File: config.mk
export PLATFORM = sky130hd
export DESIGN_NAME = riscv_retire_monitor
export DESIGN_NICKNAME = d
export VERILOG_FILES = /design/src/rtl/riscv_retire_monitor_pkg.sv /design/src/rtl/riscv_retire_monitor_sat_counter.sv /design/src/rtl/riscv_retire_monitor.sv
export SDC_FILE = /design/constraint.sdc
export NUM_CORES = 1
export LEC_CHECK = 0
export BUFFER_PORTS_ARGS = -buffer_cell sky130_fd_sc_hd__buf_2
export CORE_ASPECT_RATIO = 2
export CORE_MARGIN = 1.5
export CORE_UTILIZATION = 54
export DETAILED_ROUTE_END_ITERATION = 7
export PLACE_DENSITY_LB_ADDON = 0.2
export SYNTH_ARGS = -nofsm -noshare
export SYNTH_HDL_FRONTEND = slang
export SYNTH_SLANG_ARGS = --single-unit
File: constraint.sdc
create_clock -name CLK -period 6.5 [get_ports CLK]
set_input_delay 0.325 -clock CLK [delete_from_list [all_inputs] [get_ports CLK]]
set_output_delay 0.325 -clock CLK [all_outputs]
set_load 0.01 [all_outputs]
File: src/rtl/riscv_retire_monitor_pkg.sv
// Shared definitions for the retire monitor: FSM state codes, the tohost
// pass value, internal counter widths and the signature update step.
package riscv_retire_monitor_pkg;

  typedef enum logic [1:0] {
    MON_RUN   = 2'd0,
    MON_DRAIN = 2'd1,
    MON_DONE  = 2'd2
  } mon_state_e;

  localparam logic [31:0] TOHOST_PASS = 32'h1;

  // Widths of the stuck-PC and drain counters; both only need to reach
  // their small thresholds, saturation keeps them safe past that.
  localparam int STUCK_W = 16;
  localparam int DRAIN_W = 16;

  // One signature step: rotate left by one, fold in data and address.
  function automatic logic [31:0] sig_step(input logic [31:0] sig,
                                           input logic [4:0]  wa,
                                           input logic [31:0] wd);
    return {sig[30:0], sig[31]} ^ wd ^ {27'd0, wa};
  endfunction

endpackage

File: src/rtl/riscv_retire_monitor_sat_counter.sv
// sat_counter: up-counter that sticks at all-ones instead of wrapping.
// Ports:
//   CLK  - clock, rising edge
//   RSTn - asynchronous active-low reset (q -> 0)
//   en   - count enable
//   clr  - synchronous clear, wins over en
//   q    - count value
module sat_counter #(
  parameter int WIDTH = 32
) (
  input  logic             CLK,
  input  logic             RSTn,
  input  logic             en,
  input  logic             clr,
  output logic [WIDTH-1:0] q
);

  always_ff @(posedge CLK or negedge RSTn) begin
    if (!RSTn) begin
      q <= '0;
    end else if (clr) begin
      q <= '0;
    end else if (en && (q != '1)) begin
      q <= q + {{(WIDTH-1){1'b0}}, 1'b1};
    end
  end

endmodule

File: src/rtl/riscv_retire_monitor.sv
// riscv_retire_monitor: end-of-test monitor for the core harness.
// Snoops write-back, D-memory stores and the fetch PC; accumulates a
// register-write signature plus retire/cycle counts, decides PASS / FAIL /
// HUNG, then raises DONE once the pipeline-drain window has elapsed.
// Ports:
//   CLK, RSTn                 - clock (rising) / async active-low reset
//   RF_WE, RF_WA, RF_WD       - register-file write-back port
//   I_MEM_CSN, I_MEM_ADDR     - fetch strobe (active low) and PC
//   D_MEM_CSN, D_MEM_WEN,
//   D_MEM_ADDR, D_MEM_DOUT    - D-memory store port (strobes active low)
//   DONE                      - test finished, sticky until reset
//   PASS / FAIL / HUNG        - verdict, at most one ever set
//   FAIL_CODE                 - tohost data[31:1] on FAIL, else 0
//   SIG                       - write-back signature
//   RETIRE_CNT, CYCLE_CNT     - retired RF writes / cycles in RUN+DRAIN
//   STATE                     - current FSM state (debug visibility)
module riscv_retire_monitor
  import riscv_retire_monitor_pkg::*;
#(
  parameter logic [31:0] TOHOST_ADDR  = 32'h0000_0FF0,
  parameter int          DRAIN_CYCLES = 8,
  parameter int          STUCK_CYCLES = 16,
  parameter int          TIMEOUT      = 100000
) (
  input  logic        CLK,
  input  logic        RSTn,
  input  logic        RF_WE,
  input  logic [4:0]  RF_WA,
  input  logic [31:0] RF_WD,
  input  logic        I_MEM_CSN,
  input  logic [31:0] I_MEM_ADDR,
  input  logic        D_MEM_CSN,
  input  logic        D_MEM_WEN,
  input  logic [31:0] D_MEM_ADDR,
  input  logic [31:0] D_MEM_DOUT,
  output logic        DONE,
  output logic        PASS,
  output logic        FAIL,
  output logic        HUNG,
  output logic [30:0] FAIL_CODE,
  output logic [31:0] SIG,
  output logic [31:0] RETIRE_CNT,
  output logic [31:0] CYCLE_CNT,
  output mon_state_e  STATE
);

  // The stuck counter counts matching fetches after the first one, so the
  // Nth identical fetch moves it from N-2 to N-1; detect that step.
  localparam logic [STUCK_W-1:0] STUCK_HIT   = STUCK_W'(STUCK_CYCLES - 2);
  localparam logic [DRAIN_W-1:0] DRAIN_LAST  = DRAIN_W'(DRAIN_CYCLES - 1);
  localparam logic [31:0]        TIMEOUT_HIT = 32'(TIMEOUT - 1);

  mon_state_e         state_q, state_d;
  logic               pass_q, fail_q, hung_q;
  logic [30:0]        fail_code_q;
  logic [31:0]        sig_q;
  logic [31:0]        last_pc_q;
  logic               pc_valid_q;
  logic [STUCK_W-1:0] stuck_cnt;
  logic [DRAIN_W-1:0] drain_cnt;

  logic active, in_run, in_drain, fetch, pc_match, retire;
  logic tohost_ev, stuck_ev, timeout_ev;
  logic set_pass, set_fail, set_hung;

  assign active   = (state_q != MON_DONE);
  assign in_run   = (state_q == MON_RUN);
  assign in_drain = (state_q == MON_DRAIN);
  assign fetch    = active && !I_MEM_CSN;
  assign pc_match = fetch && pc_valid_q && (I_MEM_ADDR == last_pc_q);
  assign retire   = active && RF_WE && (RF_WA != 5'd0);

  assign tohost_ev  = !D_MEM_CSN && !D_MEM_WEN && (D_MEM_ADDR == TOHOST_ADDR)
                      && (D_MEM_DOUT != 32'd0);
  assign stuck_ev   = pc_match && (stuck_cnt == STUCK_HIT);
  assign timeout_ev = (CYCLE_CNT == TIMEOUT_HIT);

  // Next-state and verdict selection. End events only matter in RUN, where
  // a tohost store outranks a self-loop, which outranks the timeout.
  always_comb begin
    state_d  = state_q;
    set_pass = 1'b0;
    set_fail = 1'b0;
    set_hung = 1'b0;
    case (state_q)
      MON_RUN: begin
        if (tohost_ev) begin
          state_d = MON_DRAIN;
          if (D_MEM_DOUT == TOHOST_PASS) set_pass = 1'b1;
          else                           set_fail = 1'b1;
        end else if (stuck_ev || timeout_ev) begin
          state_d  = MON_DRAIN;
          set_hung = 1'b1;
        end
      end
      MON_DRAIN: begin
        if (drain_cnt == DRAIN_LAST) state_d = MON_DONE;
      end
      default: state_d = MON_DONE;
    endcase
  end

  always_ff @(posedge CLK or negedge RSTn) begin
    if (!RSTn) begin
      state_q     <= MON_RUN;
      pass_q      <= 1'b0;
      fail_q      <= 1'b0;
      hung_q      <= 1'b0;
      fail_code_q <= '0;
      sig_q       <= '0;
      last_pc_q   <= '0;
      pc_valid_q  <= 1'b0;
    end else begin
      state_q <= state_d;
      if (set_pass) pass_q <= 1'b1;
      if (set_fail) begin
        fail_q      <= 1'b1;
        fail_code_q <= D_MEM_DOUT[31:1];
      end
      if (set_hung) hung_q <= 1'b1;
      if (retire) sig_q <= sig_step(sig_q, RF_WA, RF_WD);
      // A fetch of a new PC restarts loop tracking from that PC.
      if (fetch && !pc_match) begin
        last_pc_q  <= I_MEM_ADDR;
        pc_valid_q <= 1'b1;
      end
    end
  end

  sat_counter #(.WIDTH(32)) u_retire_cnt (
    .CLK(CLK), .RSTn(RSTn), .en(retire), .clr(1'b0), .q(RETIRE_CNT)
  );

  sat_counter #(.WIDTH(32)) u_cycle_cnt (
    .CLK(CLK), .RSTn(RSTn), .en(active), .clr(1'b0), .q(CYCLE_CNT)
  );

  // Stall cycles (I_MEM_CSN high) neither advance nor clear the count.
  sat_counter #(.WIDTH(STUCK_W)) u_stuck_cnt (
    .CLK(CLK), .RSTn(RSTn), .en(pc_match), .clr(fetch && !pc_match),
    .q(stuck_cnt)
  );

  sat_counter #(.WIDTH(DRAIN_W)) u_drain_cnt (
    .CLK(CLK), .RSTn(RSTn), .en(in_drain), .clr(in_run), .q(drain_cnt)
  );

  assign DONE      = (state_q == MON_DONE);
  assign PASS      = pass_q;
  assign FAIL      = fail_q;
  assign HUNG      = hung_q;
  assign FAIL_CODE = fail_code_q;
  assign SIG       = sig_q;
  assign STATE     = state_q;

endmodule
==> flow_metrics.py, run 1 <==
metrics = {
    "setup_path": {
        "r2r_setup_slack_ps": 3360,
        "r2r-start": "STATE[0]",
        "setup.worst_path.start": "STATE[0]",
        "critPathKind": "flop to flop",
        "cp-end-kind": "flop",
        "r2r-end": "last_pc_q[11]",
        "arrival_ps": 3450,
        "cp.required_ps": 6810,
        "cp_max_fo": 41,
        "critPathLaunchType": "flop",
        "r2r_cells": 7,
    },
    "timing": {
        "finalHoldViolCount": 0,
        "finalSetupViolations": 0,
        "whs_ps": 139,
        "slew_headroom": 0.257,
        "fin_crit_sh": 0.483,
        "tns_ps": 0,
        "min_period_ps": 3140,
        "setup_slack_ps": 3360,
        "fmax_mhz": 318,
        "maxSlewViolCount": 0,
        "worst_pin_slew_ps": 1110,
        "rsz0062_at_grt": "false",
        "skew_ps": 10.2,
    },
    "yosys": {
        "synth_cell_types": 48,
        "synth_top_family_by_area": "simple AND/OR/NAND/NOR gates",
        "muxShareOfSynthArea": 0.0784,
        "syn-num-nets": 1035,
        "async_reset_ff_frac": 1.00,
        "yosysWarnings": 0,
        "synth_xor_area_frac": 0.119,
        "synthAdderAreaFrac": 0.00661,
        "ys_seq_area_frac": 0.521,
        "post_synth.cell_area_avg_um2": 10.6,
        "synth_flop_cell": "dfrtp_1",
        "synthCells": 891,
        "synth_simple_gate_area_frac": 0.188,
        "synth_enable_flop_cells": 0,
        "synth_compound_area_frac": 0.0694,
        "synth_seq_cells": 197,
        "synth_area_mm2": 0.00947,
    },
    "floorplanning": {
        "fp-row-count": 68,
        "die_h_um": 190,
        "core_mm2": 0.0172,
        "die-area_mm2": 0.0184,
        "start_util": 0.551,
        "dieWidth_um": 96.6,
        "ios": 272,
    },
    "clocking": {
        "clkSinkCount": 197,
        "root_buffer": "clkbuf_16",
        "cts_buffers": 17,
        "cts_tree": "built",
        "post_cts_resized": 0,
        "clkLatencyLatePin_ps": 430,
        "clock_path_buffers": 2,
        "htreeDepth": 4,
        "clkTransAtPathRegs_ps": 70,
    },
    "layout": {
        "multiInputGateArea_mm2": 0.00439,
        "seqCellArea_mm2": 0.00493,
        "area_growth_pct": 23.3,
        "nFillCells": 1412,
        "drive_above_1_share": 0.327,
        "final_cells": 1386,
        "final_nets": 1307,
        "n_antenna_cell": 0,
    },
    "worst_hold_path": {
        "min-delay-start": "D_MEM_DOUT[6]",
        "hold_path_class": "input port to flop",
        "hold_end": "FAIL_CODE[5]",
        "hold_depth": 2,
    },
    "pwr": {
        "p_comb_frac": 0.120,
        "power.share.sequential": 0.486,
        "power.share.clock": 0.393,
        "power_leakage_nw": 5.66,
        "power.switching_mw": 0.710,
        "power_mw": 2.84,
        "p_per_area_mw_per_mm2": 244,
        "p_sw_frac": 0.250,
        "p_int_mw": 2.13,
        "ir_drop_uv": 201,
    },
    "placed_design": {
        "dp.cells": 1353,
        "place_ws_ps": 3380,
        "gp_congestion": 0.889,
        "place_hpwl_mm": 17.9,
        "port_buffers": 271,
    },
    "global_route": {
        "grt_pass1_wl_mm": 38.4,
        "grt_max_degree": 71,
        "grt_antenna_before_repair": 0,
        "grt_pass1_vias": 7963,
        "grt_overflow_total": 0,
        "grtUsageTotal": 0.259,
    },
    "detailed_routing": {
        "dr.pass1.iters": 5,
        "vias": 7766,
        "vias_per_cell": 5.60,
        "initialDrtViolationCount": 382,
        "drtAntennaViolNets": 0,
        "drc": 0,
        "wirelength_mm": 23.6,
        "wl_per_cell_um": 17.0,
    },
    "outcome": {
        "status": "finished clean",
    },
    "flow_run": {
        "maxCapViolations": 0,
    },
}
## kinds of logic after synthesis
family                   after synthesis
multiplexers                          66
adder cells (fa/ha/maj)                5
AO/OA/AOI/OAI                        114
flip-flops                           197
AND/OR/NAND/NOR                      340
buffers and inverters                 40
XOR/XNOR                             129
## what timing repair did
item | in CTS | in global routing
hold buffers | 1 | 0
setup buffers | 0 | 0
endpoints found under the hold margin | 68 | 0
## layer usage
metal	track usage	routed length (um)
met5	0	0
met4	0.140	994
met3	0.0499	1080
met2	0.485	13000
met1	0.270	8540
## worst max path at each step
stage	to	slack [ps]	cells after the start
2_1_floorplan	u_stuck_cnt.q[8]	3950	7
3_3_place_gp	last_pc_q[9]	3500	7
3_5_place_dp	last_pc_q[9]	3380	7
4_1_cts	last_pc_q[11]	3350	7
5_1_grt	last_pc_q[9]	3120	7
6_report	last_pc_q[11]	3360	7
## critical path: stages (launching register included)
cell	delay (ps)
dfrtp_1	480
nand2b_2	310
inv_2	70
nor4_1	360
nand4_1	300
nor4_2	730
nor2_4	370
mux2_2	390
## power by group through the flow
| stage | Combinational [mW] | Clock, mW | Sequential (mW) |
|---|---|---|---|
| after floorplan | 0.150 | 0 | 1.42 |
| after global placement | 0.336 | 0 | 1.40 |
| after detailed placement | 0.348 | 0 | 1.40 |
| after CTS | 0.349 | 1.14 | 1.38 |
| after global routing | 0.383 | 1.18 | 1.40 |
| final | 0.342 | 1.12 | 1.38 |
## layout by cell type (no fill, tap or decap), types with 12 or more instances in the layout
cell	synthesis	final
or4_1	12	12
nand3_1	46	46
dfrtp_1	197	197
buf_2	4	270
inv_1	16	16
a21oi_1	21	21
nand4_1	28	28
xor2_1	55	55
nand2_1	85	85
mux2_2	65	65
clkbuf_16	0	17
nor4_1	39	38
nor2_1	47	46
xnor2_1	74	74
and3_1	15	15
nor3_1	22	22
o21ai_0	59	59
## metrics by stage
| step | utilization | area, um2 |
|---|---|---|
| floorplan | - | 9470 |
| global placement | 0.642 | 11000 |
| detailed placement | 0.642 | 11000 |
| CTS | 0.679 | 11700 |
| global route | 0.679 | 11700 |
| finish | 0.679 | 11700 |
## final cells by class
class	count	area share
Clock buffer	20	0.0383
Multi-Input combinational cell	654	0.376
Inverter	17	0.00547
Tap cell	210	0.0225
Clock inverter	12	0.0150
Timing Repair Buffer	276	0.120
Sequential cell	197	0.422
## state kept, by name (all words and copies together) (netlist names), 2 cells and up
name            count
FAIL_CODE          31
STATE               2
u_drain_cnt.q      16
u_cycle_cnt.q      32
u_stuck_cnt.q      16
u_retire_cnt.q     32
last_pc_q          32
SIG                32
## cells in the mapped netlist, types with 2 or more instances
cell / n / area [um2]
or4_1: 12 / 90.1
a21oi_1: 21 / 105
ha_1: 5 / 62.6
nor4_1: 39 / 244
o21a_1: 3 / 22.5
and4_1: 6 / 52.6
and2_1: 3 / 18.8
and3_1: 15 / 93.8
o211ai_1: 4 / 30.0
o21ai_0: 59 / 295
nand3_1: 46 / 230
or2_2: 4 / 25.0
nand2_1: 85 / 319
mux2_2: 65 / 732
nand4_1: 28 / 175
or3_1: 9 / 56.3
nor4b_1: 4 / 35.0
nor3_1: 22 / 110
dfrtp_1: 197 / 4930
o31ai_1: 8 / 60.1
o21bai_1: 2 / 15.0
nand2b_1: 10 / 62.6
a31o_2: 3 / 26.3
nand4b_1: 4 / 35.0
xor2_1: 55 / 482
clkbuf_1: 16 / 60.1
nor2_1: 47 / 176
a31oi_1: 7 / 43.8
inv_1: 16 / 60.1
buf_2: 4 / 20.0
xnor2_1: 74 / 648
buf_1: 2 / 7.51
Power figures use the tool's default switching activity.
==> run 2: changes to the inputs <==
--- a/config.mk
+++ b/config.mk
@@ -5,10 +5,11 @@
 export SDC_FILE = /design/constraint.sdc
 export NUM_CORES = 1
 export LEC_CHECK = 0
+export ABC_AREA = 1
 export BUFFER_PORTS_ARGS = -buffer_cell sky130_fd_sc_hd__buf_2
 export CORE_ASPECT_RATIO = 2
 export CORE_MARGIN = 1.5
-export CORE_UTILIZATION = 54
+export CORE_UTILIZATION = 49
 export DETAILED_ROUTE_END_ITERATION = 7
 export PLACE_DENSITY_LB_ADDON = 0.2
 export SYNTH_ARGS = -nofsm -noshare
==> constraint.sdc (replaced) <==
create_clock -name CLK -period 2.7 [get_ports CLK]
set_input_delay 0.135 -clock CLK [delete_from_list [all_inputs] [get_ports CLK]]
set_output_delay 0.135 -clock CLK [all_outputs]
set_load 0.01 [all_outputs]
==> run 2 against run 1 <==
Via count up 42%. First-iteration DRC count is 72% higher. Clock power increased by 140%. Largest cell class is now multi-input combinational cells. Non-clock buffer count rose by 86.
==> flow_metrics.py, run 2 <==
metrics = {
    "outcome": {
        "status": "finished clean",
    },
    "global_route": {
        "grtUsageTotal": 0.313,
        "grt_max_degree": 93,
        "grt_antenna_before_repair": 3,
        "grt_overflow_total": 0,
        "grt_pass1_wl_mm": 54.9,
        "grt_pass1_vias": 10900,
    },
    "setup_path": {
        "cp.required_ps": 3060,
        "arrival_ps": 2610,
        "r2r-start": "STATE[0]",
        "cp_max_fo": 92,
        "critPathKind": "flop to flop",
        "cp-end-kind": "flop",
        "r2r_setup_slack_ps": 450,
        "critPathLaunchType": "flop",
        "r2r-end": "last_pc_q[9]",
        "r2r_cells": 11,
        "setup.worst_path.start": "STATE[0]",
    },
    "yosys": {
        "muxShareOfSynthArea": 0,
        "synth_area_mm2": 0.0109,
        "synth_flop_cell": "dfrtp_1",
        "synth_commonest_cells": "nand2_1, dfrtp_1, inv_1",
        "synth_xor_area_frac": 0.0950,
        "synth_compound_area_frac": 0.0552,
        "syn-num-nets": 1594,
        "yosysWarnings": 0,
        "synth_enable_flop_cells": 0,
        "ys_seq_area_frac": 0.453,
        "synthCells": 1450,
        "synthAdderAreaFrac": 0.00575,
        "yosysTopAreaCellShare": 0.453,
        "async_reset_ff_frac": 1.00,
        "synth_seq_cells": 197,
        "synth_top_family_by_area": "simple AND/OR/NAND/NOR gates",
        "ys_top_cells_by_area": "dfrtp_1, nand2_1, inv_1, nor2_1, xor2_1",
        "yosysMostFrequentCell": "nand2_1",
        "synth_top_area_cell": "dfrtp_1",
        "post_synth.cell_area_avg_um2": 7.50,
        "synth_cell_types": 36,
        "synth_simple_gate_area_frac": 0.319,
    },
    "floorplanning": {
        "dieWidth_um": 108,
        "die-area_mm2": 0.0232,
        "fp-row-count": 77,
        "die_h_um": 214,
        "start_util": 0.495,
        "ios": 272,
        "core_mm2": 0.0220,
    },
    "layout": {
        "area_growth_pct": 28.2,
        "final_cell_mix": "nand2_1, buf_2, dfrtp_1",
        "drive_above_1_share": 0.186,
        "final_cells": 2089,
        "stdcell_area_mm2": 0.0139,
        "final_nets": 1943,
        "layout.cells.most_common": "nand2_1",
    },
    "placed_design": {
        "placedInstanceArea_mm2": 0.0125,
        "place_hpwl_mm": 26.5,
        "port_buffers": 271,
        "gp_congestion": 0.985,
        "dp.cells": 1978,
    },
    "worst_hold_path": {
        "min-delay-start": "RF_WD[6]",
        "hold_end": "SIG[6]",
        "hold_path_class": "input port to flop",
        "hold_depth": 3,
    },
    "timing": {
        "finalHoldViolCount": 0,
        "maxSlewViolCount": 0,
        "slew_headroom": 0.586,
        "skew_ps": 12.9,
        "fmax_mhz": 444,
        "finalSetupViolations": 0,
        "worst_pin_slew_ps": 621,
        "tns_ps": 0,
        "min_period_ps": 2250,
        "rsz0062_at_grt": "false",
        "whs_ps": 5.17,
        "fin_crit_sh": 0.834,
    },
    "detailed_routing": {
        "drc": 0,
        "vias_per_cell": 5.27,
        "dr.pass1.iters": 5,
        "drtAntennaViolNets": 0,
        "initialDrtViolationCount": 656,
        "wirelength_mm": 35.7,
        "wl_per_cell_um": 17.1,
        "vias": 11000,
    },
    "pwr": {
        "p_per_area_mw_per_mm2": 532,
        "power_leakage_nw": 7.13,
        "ir_drop_uv": 475,
    },
    "clocking": {
        "cts_buffers": 17,
        "clock_path_buffers": 2,
        "clkSinkCount": 197,
        "cts_tree": "built",
        "clkTransAtPathRegs_ps": 70,
        "root_buffer": "clkbuf_16",
        "post_cts_buffers": 0,
        "clkLatencyLatePin_ps": 440,
        "htreeDepth": 4,
    },
    "flow_run": {
        "maxCapViolations": 0,
    },
}
run 2: cell count changes after synthesis, sizes merged, moves of 13 or more:
| cell | previous run | this run |
|---|---|---|
| or4 | 13 | 0 |
| nor4 | 40 | 11 |
| mux2 | 65 | 0 |
| nand3 | 46 | 102 |
| buf | 7 | 20 |
| and3 | 15 | 2 |
| nor2 | 47 | 157 |
| nor3 | 22 | 53 |
| xnor2 | 74 | 57 |
| nand2 | 85 | 455 |
| inv | 17 | 158 |
| o21ai | 59 | 95 |
run 2: routing by layer:
| metal | vias to the layer above | global-route usage | wire length, um |
|---|---|---|---|
| li1 | 5302 | - | - |
| met1 | 5119 | 0.309 | 12100 |
| met2 | 422 | 0.576 | 19200 |
| met3 | 155 | 0.0666 | 1980 |
| met4 | 2 | 0.211 | 2410 |
| met5 | - | 0 | 13 |
run 2: cells by family (layout without fill, tap and decap cells):
kind of cell,count (synthesis),count (layout)
and+or+nand+nor,824,824
adders and majority gates,5,5
AOI/OAI and AO/OA,115,115
other,0,2
DFF,197,197
buffers and inverters,191,552
xor gates and xnor gates,118,118
run 2: report_power, final:
part           internal, mW  switching [mW]  leakage [nW]
logic                 0.579           0.699          4.24
clock network          1.52            1.19         0.290
registers              3.18           0.262          2.59
total                  5.28            2.15          7.13
run 2: cell type report:
class / count / area (um2)
multi-input cells: 1062 / 5170
clock inverters: 12 / 164
inverters: 159 / 597
diodes: 2 / 5.00
clock buffers: 19 / 453
well taps: 276 / 345
repair buffers: 362 / 2280
flip-flops and latches: 197 / 4930
fillers: 1924 / 8020
run 2: critical path, stage by stage (launching register included):
cell and delay [ps]:
dfrtp_1 490, nor2_2 160, nor2_4 190, nand2_1 70, nor2_1 120, nand3_1 130, nor2_2 210, nand2_2 120
nand2_2 100, buf_12 310, nand2_1 120, o21ai_1 110
run 2: repair_timing:
item / CTS / global route
resized for setup: 0 / 0
setup endpoints to repair: 0 / 0
endpoints found under the hold margin: 143 / 0
hold buffers: 78 / 0
run 2: worst max-delay path by stage:
| stage | endpoint | depth (start not counted) |
|---|---|---|
| finish | last_pc_q[9] | 11 |
| global route | u_stuck_cnt.q[2] | 11 |
| detailed placement | u_stuck_cnt.q[1] | 9 |
| global placement | u_stuck_cnt.q[1] | 9 |
| floorplan | u_cycle_cnt.q[7] | 10 |
| CTS | last_pc_q[9] | 11 |
run 2: through the flow:
step | util | total power [mW] | setup WS, ps
after floorplan | - | 4.08 | 901
after global placement | 0.571 | 4.64 | 466
after CTS | 0.635 | 7.48 | 456
final | 0.635 | 7.42 | 447
after detailed placement | 0.571 | 4.67 | 486
after global routing | 0.635 | 7.77 | 281
==> run 3: changes to the inputs <==
==> constraint.sdc (replaced) <==
create_clock -name CLK -period 1.95 [get_ports CLK]
set_input_delay 0.0975 -clock CLK [delete_from_list [all_inputs] [get_ports CLK]]
set_output_delay 0.0975 -clock CLK [all_outputs]
set_load 0.01 [all_outputs]
==> run 3 against run 2 <==
Critical path depth down 2. Routed wire length is 5.5% higher. Highest routed layer is now met4. Total power grew 39%. Via count rose by 5.3%. Fmax increased by 17%. Die area stayed put. Critical path type unchanged. Clock-buffer cell count fell by 2. Final cell count rose by 4.5%. Utilization up 4.8 points. Clock skew decreased by 0.52 ps.
==> flow_metrics.py, run 3 (synthesized netlist as in run 2, its figures left out) <==
metrics = {
    "clocking": {
        "cts_tree": "built",
        "clkLatencyLatePin_ps": 460,
        "root_buffer": "clkbuf_16",
        "clkSinkCount": 197,
        "clkTransAtPathRegs_ps": 80,
        "clock_path_buffers": 2,
        "htreeDepth": 4,
        "cts_buffers": 17,
    },
    "setup_path": {
        "cp-end-kind": "flop",
        "critPathKind": "flop to flop",
        "r2r-end": "u_cycle_cnt.q[28]",
        "r2r_cells": 9,
        "cp.required_ps": 2340,
        "r2r-start": "u_cycle_cnt.q[0]",
        "r2r_setup_slack_ps": 20,
        "cp_max_fo": 5,
        "arrival_ps": 2310,
        "critPathLaunchType": "flop",
    },
    "worst_hold_path": {
        "hold_path_class": "input port to flop",
        "hold_end": "SIG[0]",
        "min-delay-start": "RF_WD[0]",
        "hold_depth": 4,
    },
    "global_route": {
        "top_usage_layer": "met2",
        "grt_max_degree": 65,
        "grtUsageTotal": 0.323,
        "grt_pass1_wl_mm": 56.9,
        "use_met1": 0.310,
        "grt_antenna_before_repair": 4,
        "grtUsageMet2": 0.601,
        "grt_pass1_vias": 11700,
        "grt_overflow_total": 0,
        "use_met3": 0.0666,
    },
    "floorplanning": {
        "die-area_mm2": 0.0232,
        "dieWidth_um": 108,
        "start_util": 0.495,
        "fp-row-count": 77,
        "core_mm2": 0.0220,
        "ios": 272,
        "die_h_um": 214,
    },
    "timing": {
        "finalSetupViolations": 0,
        "worst_pin_slew_ps": 556,
        "fin_crit_sh": 0.989,
        "min_period_ps": 1930,
        "fmax_mhz": 519,
        "slew_headroom": 0.629,
        "skew_ps": 12.4,
        "maxSlewViolCount": 0,
        "whs_ps": 38.7,
        "rsz0062_at_grt": "true",
        "finalHoldViolCount": 0,
    },
    "placed_design": {
        "dp.cells": 2033,
        "port_buffers": 271,
        "gp_congestion": 0.973,
        "place_hpwl_mm": 27.0,
        "placedInstanceArea_mm2": 0.0130,
    },
    "flow_run": {
        "maxCapViolations": 0,
    },
    "detailed_routing": {
        "dr.pass1.iters": 5,
        "wirelength_mm": 37.7,
        "initialDrtViolationCount": 738,
        "drtAntennaViolNets": 0,
        "vias": 11600,
        "wl_per_cell_um": 17.3,
        "vias_per_cell": 5.30,
        "drc": 0,
    },
    "layout": {
        "nFillCells": 1817,
        "final_cell_mix": "nand2_1, buf_2, dfrtp_1",
        "area_growth_pct": 37.9,
        "final_nets": 2035,
        "drive_above_1_share": 0.235,
        "final_cells": 2184,
        "stdcell_area_mm2": 0.0150,
        "layout.cells.most_common": "nand2_1",
    },
    "pwr": {
        "ir_drop_uv": 697,
        "p_per_area_mw_per_mm2": 687,
        "power_leakage_nw": 7.66,
        "power_mw": 10.3,
    },
    "outcome": {
        "status": "finished clean",
    },
}
## run 3: how the worst max path moves through the flow
| stage | start | endpoint | slack (ps) | cells past startpoint |
|---|---|---|---|---|
| 2_1_floorplan | u_cycle_cnt.q[1] | u_cycle_cnt.q[7] | 150 | 10 |
| 3_3_place_gp | last_pc_q[9] | u_stuck_cnt.q[13] | -100 | 9 |
| 3_5_place_dp | last_pc_q[6] | u_stuck_cnt.q[9] | -170 | 10 |
| 4_1_cts | STATE[1] | last_pc_q[20] | 4 | 13 |
| 5_1_grt | u_cycle_cnt.q[7] | u_cycle_cnt.q[30] | -60 | 7 |
| 6_report | u_cycle_cnt.q[0] | u_cycle_cnt.q[28] | 20 | 9 |
## run 3: what timing repair did
item,4_1_cts,5_1_grt
hold endpoints to repair,160,0
cloned,2,2
gates resized for setup,7,45
endpoints found under the setup margin,50,135
hold buffers,96,0
setup buffers,1,14
pin swaps,2,11
## run 3: report_power, final
group / switching, mW / internal [mW]
sequential: 0.341 / 4.40
combinational: 1.07 / 0.923
clock: 1.75 / 1.82
## run 3: worst max-delay path, stage by stage, from the launching register on
cell	delay, ps
dfrtp_1	410
ha_1	240
nand3_2	170
inv_1	60
nand2_1	110
nor2_4	70
a21oi_2	250
nand2_1	180
nor2_1	210
xor2_1	160
## run 3: through the flow
step / utilization / setup slack [ps] / TNS [ps]
floorplan: - / 151 / 0
global placement: 0.593 / -102 / -1660
detailed placement: 0.593 / -175 / -2950
CTS: 0.668 / 3.85 / 0
global route: 0.683 / -59.7 / -224
finish: 0.683 / 21.7 / 0
## run 3: area by class of cell
class                   instances  area (um2)  area share
diodes                          4        10.0    0.000667
clock inverters                15         159      0.0106
inverters                     159         599      0.0400
repair buffers                453        3170       0.211
clock buffers                  17         425      0.0284
well taps                     276         345      0.0230
multi-input cells            1063        5360       0.357
flip-flops and latches        197        4930       0.329
## run 3: routing by layer
layer  wire [um]  vias up
li1            -     5498
met1       12400     5374
met2       20500      532
met3        2080      176
met4        2710        0
met5           0        -
